<file path="src/rtl/cnn_maxpool2x2_stream.sv">
// cnn_maxpool2x2_stream: streaming 2x2 / stride-2 max-pool for the conv+ReLU output.
// Row-major input over valid/ready, row-major pooled output over valid/ready.
// Even rows leave horizontal pair maxima in a half-row line buffer; odd rows
// combine them with the current pair max to produce each pooled sample.
// Optional feature macro: MAXPOOL_REQUANT_EN (saturate pooled >>> SHIFT to u8).
module cnn_maxpool2x2_stream #(
  parameter int ACC_WIDTH = 32,
  parameter int IN_W      = 26,
  parameter int IN_H      = 26,
  parameter int SHIFT     = 0
) (
  input  logic                 clk,
  input  logic                 rst_n,
  input  logic                 clear,
  input  logic                 in_valid,
  output logic                 in_ready,
  input  logic [ACC_WIDTH-1:0] in_data,
  output logic                 out_valid,
  input  logic                 out_ready,
  output logic [ACC_WIDTH-1:0] out_data,
  output logic                 frame_done
);
  localparam int PW = IN_W / 2;
  localparam int CW = (IN_W > 1) ? $clog2(IN_W) : 1;
  localparam int RW = (IN_H > 1) ? $clog2(IN_H) : 1;
  localparam int LW = (PW > 1) ? $clog2(PW) : 1;

  if (IN_W % 2 != 0) begin : g_chk_w
    $error("IN_W must be even");
  end
  if (IN_H % 2 != 0) begin : g_chk_h
    $error("IN_H must be even");
  end
  if (SHIFT < 0) begin : g_chk_s
    $error("SHIFT must be non-negative");
  end

  logic [CW-1:0]                r_col;
  logic [RW-1:0]                r_row;
  logic signed [ACC_WIDTH-1:0]  r_pair;
  logic signed [ACC_WIDTH-1:0]  r_lbuf [PW];
  logic                         r_out_valid;
  logic [ACC_WIDTH-1:0]         r_out_data;
  logic                         r_out_last;
  logic                         r_frame_done;

  logic                         w_acc;
  logic                         w_col_last;
  logic                         w_row_last;
  logic                         w_load;
  logic [LW-1:0]                w_pidx;
  logic signed [ACC_WIDTH-1:0]  w_in;
  logic signed [ACC_WIDTH-1:0]  w_pmax;
  logic signed [ACC_WIDTH-1:0]  w_lb;
  logic signed [ACC_WIDTH-1:0]  w_pool;
  logic [ACC_WIDTH-1:0]         w_res;

  assign in_ready   = !r_out_valid || out_ready;
  // clear wins over a same-cycle input handshake
  assign w_acc      = in_valid && in_ready && !clear;
  assign w_col_last = (r_col == CW'(IN_W - 1));
  assign w_row_last = (r_row == RW'(IN_H - 1));
  assign w_pidx     = LW'(r_col >> 1);
  assign w_in       = in_data;
  assign w_pmax     = (w_in > r_pair) ? w_in : r_pair;
  assign w_lb       = r_lbuf[w_pidx];
  assign w_pool     = (w_pmax > w_lb) ? w_pmax : w_lb;
  // 4th sample of a 2x2 window: odd column of an odd row
  assign w_load     = w_acc && r_col[0] && r_row[0];

`ifdef MAXPOOL_REQUANT_EN
  localparam logic signed [ACC_WIDTH-1:0] U8MAX = 255;
  logic signed [ACC_WIDTH-1:0] w_shr;
  assign w_shr = w_pool >>> SHIFT;
  // saturate the shifted pooled value into 0..255, zero-extended
  always_comb begin
    w_res = '0;
    if (w_shr[ACC_WIDTH-1])  w_res = '0;
    else if (w_shr > U8MAX)  w_res = U8MAX;
    else                     w_res = {{(ACC_WIDTH-8){1'b0}}, w_shr[7:0]};
  end
`else
  assign w_res = w_pool;
`endif

  // position counters and the even-column pair register
  always_ff @(posedge clk or negedge rst_n) begin
    if (!rst_n) begin
      r_col  <= '0;
      r_row  <= '0;
      r_pair <= '0;
    end else if (clear) begin
      r_col  <= '0;
      r_row  <= '0;
      r_pair <= '0;
    end else if (w_acc) begin
      if (!r_col[0]) r_pair <= w_in;
      if (w_col_last) begin
        r_col <= '0;
        r_row <= w_row_last ? '0 : r_row + 1'b1;
      end else begin
        r_col <= r_col + 1'b1;
      end
    end
  end

  // half-row line buffer of even-row pair maxima; contents need no reset
  always_ff @(posedge clk) begin
    if (w_acc && r_col[0] && !r_row[0]) r_lbuf[w_pidx] <= w_pmax;
  end

  // single-entry output register; load and drain may coincide without a bubble
  always_ff @(posedge clk or negedge rst_n) begin
    if (!rst_n) begin
      r_out_valid  <= 1'b0;
      r_out_data   <= '0;
      r_out_last   <= 1'b0;
      r_frame_done <= 1'b0;
    end else if (clear) begin
      r_out_valid  <= 1'b0;
      r_out_last   <= 1'b0;
      r_frame_done <= 1'b0;
    end else begin
      r_frame_done <= r_out_valid && out_ready && r_out_last;
      if (w_load) begin
        r_out_valid <= 1'b1;
        r_out_data  <= w_res;
        r_out_last  <= w_row_last && w_col_last;
      end else if (out_ready) begin
        r_out_valid <= 1'b0;
      end
    end
  end

  assign out_valid  = r_out_valid;
  assign out_data   = r_out_data;
  assign frame_done = r_frame_done;

endmodule

</file>
<file path="config.mk">
export PLATFORM = sky130hd
export DESIGN_NAME = cnn_maxpool2x2_stream
export DESIGN_NICKNAME = d
export VERILOG_FILES = /design/src/rtl/cnn_maxpool2x2_stream.sv
export SDC_FILE = /design/constraint.sdc
export NUM_CORES = 1
export LEC_CHECK = 0
export ABC_AREA = 1
export CAP_MARGIN = 10
export CELL_PAD_IN_SITES_DETAIL_PLACEMENT = 2
export CELL_PAD_IN_SITES_GLOBAL_PLACEMENT = 2
export CORE_UTILIZATION = 39
export CTS_CLUSTER_SIZE = 14
export DETAILED_ROUTE_END_ITERATION = 8
export GPL_TIMING_DRIVEN = 0
export PLACE_DENSITY = 0.82
export SYNTH_ARGS = -nofsm -noshare
export SYNTH_HDL_FRONTEND = slang
export SYNTH_SLANG_ARGS = --single-unit
</file>
<file path="constraint.sdc">
create_clock -name clk -period 3.3 [get_ports clk]
set_clock_uncertainty 0.05 [all_clocks]
set_input_delay 0.495 -clock clk [delete_from_list [all_inputs] [get_ports clk]]
set_output_delay 0.495 -clock clk [all_outputs]
set_load 0.02 [all_outputs]
</file>
==> results.tsv <==
stage	metric	value	unit
outcome	status	finished with violations	
outcome	failing checks	negative setup slack	
timing	Achievable Freq	204.0	MHz
cells_and_area	layout cell share with drive strength beyond 1	26.22	%
timing	Max-slew headroom	35.70	%
detailed_routing	drt total wl	105.7	mm
yosys	synthesized instance count	1694	
cells_and_area	fill cell count	4910	
cells_and_area	area delta synth->final	29.04	%
critical_path	CP startpoint kind	flip-flop	
critical_path	CP max FO	10	
placement	Placed Cells	2467	
yosys	Top FF cell, synth	edfxtp_1	
yosys	mean post-synth cell area	12.37	um2
detailed_routing	Post-DRT Antenna Nets	0	
yosys	FF+latch count, synth	493	
power	power per cell area	903.0	nW/um2
cells_and_area	fin cells	2657	
timing	PnR worst setup slack	-1.603	ns
clocking	Reg clk slew, reported paths	0.08	ns
detailed_routing	Initial DRT Pass Iterations	5	
clocking	Num Clock Sinks	493	
grt	GRT Total Usage	33.99	%
cells_and_area	Multi-input gate area	7321	um2
timing	RSZ-0062 raised after global routing	true	
yosys	top post-synthesis cells by count	edfxtp_1, nand2_1, a22oi_1	
worst_hold_path	min-delay worst type	input port to asynchronous set/reset pin	
timing	Final period util	148.6	%
timing	Final setup viols	173	
critical_path	Setup crit end kind	flip-flop	
power	Peak VDD IR	0.5270	mV
power	register share of total power	32.8	%
placement	Port Buffers	71	
cells_and_area	sequential cell area	14420	um2
yosys	Mapped Nets	1799	
grt	global-route wire length before repair	131.6	mm
yosys	Synth cell types	36	
yosys	ys async rst share	15.62	%
cells_and_area	fin area	27050	um2
placement	gpl congestion	0.8568	
detailed_routing	DRT iter0 DRCs	1904	
timing	hold slack	0.2428	ns
yosys	post-synthesis sequential area ratio	68.78	%
power	Pleak	9.910	nW
power	Int Pwr	14.56	mW
grt	largest net degree at the start of global routing	65	
detailed_routing	drc violations	0	
die	DIE AREA	54680	um2
power	NetSw	9.867	mW
cells_and_area	Layout Nets	2032	
die	Die W	233.8	um
power	Design Power	24.43	mW
timing	Final Max Tran Viols	0	
power	Comb pwr share	41.5	%
yosys	mapped cell area	20960	um2
yosys	number of synthesized flops with an enable pin	416	
clocking	CTS max path bufs	3	
critical_path	CP Class	flip-flop to flip-flop	
placement	post-placement cell area	23640	um2
clocking	clk root buf	clkbuf_16	
yosys	Synth Warn #	0	
clocking	CTS tree	built	
die	# rows	84	
detailed_routing	Vias/cell	6.546	
die	Die H	233.8	um
detailed_routing	via count	17392	
die	Ports	72	
critical_path	CP required	3.81	ns
job	maxcap violations	0	
grt	grt ovf	0	
yosys	Yosys top cell area share	59.59	%
grt	vias in the first global route	18200	
timing	worst-margin pin slew	0.9571	ns
grt	antenna violations before repair	2	
cells_and_area	fin util	51.17	%
yosys	count leader, synth	edfxtp_1	
die	Initial Util	39.65	%
clocking	Num CTS Buffers	53	
detailed_routing	routed wire length per instance	39.79	um
critical_path	WP data arrival	5.42	ns
placement	hpwl dp	58.07	mm
power	switch share	40.39	%
die	core box area	52870	um2
power	clock power share	25.7	%
yosys	Area contributors post-synth	edfxtp_1, dfrtp_1, nand2_1	
clocking	Worst-Skew Late Latency	0.63	ns
timing	crit path time final	4.903	ns
timing	Final Hold Viols	0	
clocking	CTS H-tree depth	2	
yosys	cell accounting for the most synthesized area	edfxtp_1	
==> flip-flops by register name, summed over array words and instances (netlist names) <==
signal,count
frame_done,1
out_data,32
r_col,5
r_pair,32
r_out_last,1
out_valid,1
r_row,5
r_lbuf,416
==> path summary, 6_finish.rpt <==
kind                                           from                        to  slack [ns]  depth (start not counted)
min in group clk                         in_data[7]     r_pair[7]$_DFFE_PN0P_        0.28                          3
hold reg to reg            out_data[27]$_DFFE_PN0P_  out_data[27]$_DFFE_PN0P_        0.44                          2
hold / removal                                rst_n   out_data[2]$_DFFE_PN0P_        0.24                          2
setup / recovery             r_pair[25]$_DFFE_PN0P_  out_data[10]$_DFFE_PN0P_       -1.60                         27
setup reg to reg             r_pair[25]$_DFFE_PN0P_  out_data[10]$_DFFE_PN0P_       -1.60                         27
max in group asynchronous                     rst_n    r_pair[29]$_DFFE_PN0P_        2.29                          3
==> cell families (layout without fill, tap and decap cells) <==
family | Yosys count | count (layout) | synth area share, %
buffers and inverters | 157 | 431 | 3.360
other | 0 | 1 | 0
adder cells (fa/ha/maj) | 68 | 68 | 4.059
AND/OR/NAND/NOR | 627 | 627 | 13.56
flip-flops | 493 | 493 | 68.78
AO/OA/AOI/OAI | 349 | 349 | 10.24
==> power groups by stage <==
| stage | sequential [mW] | combinational (mW) | clock, mW |
|---|---|---|---|
| 6_report | 8.00 | 10.1 | 6.28 |
| 5_1_grt | 8.01 | 10.3 | 6.44 |
| 4_1_cts | 7.93 | 7.87 | 5.99 |
| 3_5_place_dp | 8.06 | 6.83 | 0 |
| 3_3_place_gp | 8.04 | 6.16 | 0 |
| 2_1_floorplan | 8.19 | 3.77 | 0 |
==> layout make-up <==
type	count	area share [%]
Antenna cell	1	0.009251
Buffer	87	2.285
Clock buffer	65	5.143
Clock inverter	31	1.022
Inverter	70	1.018
Multi-Input combinational cell	1044	27.06
Sequential cell	493	53.31
Tap cell	688	3.182
Timing Repair Buffer	178	6.966
==> per-layer routing <==
layer	wire [um]	global-route usage, %
met5	10	0
met4	8517	18.47
met3	8574	5.873
met2	51080	57.84
met1	37530	41.05
==> critical path, stage by stage, from the launching register on <==
cell,delay (ns)
dfrtp_1,0.49
inv_2,0.11
ha_4,0.24
a21oi_1,0.22
o21ai_1,0.11
nand2_1,0.10
nand2_2,0.10
a21oi_4,0.21
buf_4,0.16
nand3_4,0.14
nand3_4,0.15
buf_6,0.15
buf_12,0.14
nand2_2,0.10
nand2_4,0.13
ha_4,0.23
a21oi_2,0.21
o21ai_1,0.11
a21oi_1,0.26
nand2_2,0.13
nand2_4,0.10
nand2_2,0.06
nand2_2,0.08
nand3_4,0.20
buf_4,0.26
a21oi_1,0.29
nand2_1,0.18
nand2_1,0.11
==> placed cells by master (no fill, tap or decap), types with 6 or more instances in the layout <==
cell type        synthesis  final
a21oi_1                131    103
a21oi_2                  0     27
a22oi_1                148    148
and3_1                  21     20
buf_12                   0     11
buf_16                   0     10
buf_2                   35     24
buf_4                   11     92
buf_6                    4     18
clkbuf_1                29     31
clkbuf_16                0     56
clkbuf_2                 0      7
clkdlybuf4s50_1          0     62
clkinv_1                 1     14
clkinv_2                 0      9
dfrtp_1                 77     75
edfxtp_1               416    416
ha_1                    68     26
ha_4                     0     40
inv_1                   58     42
inv_2                   11     26
nand2_1                393    292
nand2_2                  1     53
nand2_4                  0     46
nand3_1                 69     56
nand3_2                  3     11
nand4_1                 51     51
nor2_1                  44     25
nor2_4                   3     20
nor3_1                  14      6
nor3_2                  22     22
nor3_4                   0      8
o21ai_0                 39     34
o21ai_1                 20     25
==> what timing repair did <==
action                     in CTS  in global routing
cloned                          3                  2
hold endpoints to repair       13                  0
pin swaps                      45                 42
setup buffers                  49                 38
hold buffers                    1                  0
gates resized for setup       120                131
setup endpoints to repair      70                 32
==> stage by stage <==
step / worst slack, ns / TNS, ns
after CTS: -0.8256 / -24.79
after detailed placement: -2.089 / -177.35
after floorplan: -0.1021 / -2.968
final: -1.603 / -57.08
after global routing: -1.631 / -55.97
after global placement: -2.146 / -1008.67
No activity file was read; power rests on OpenSTA's default activity.
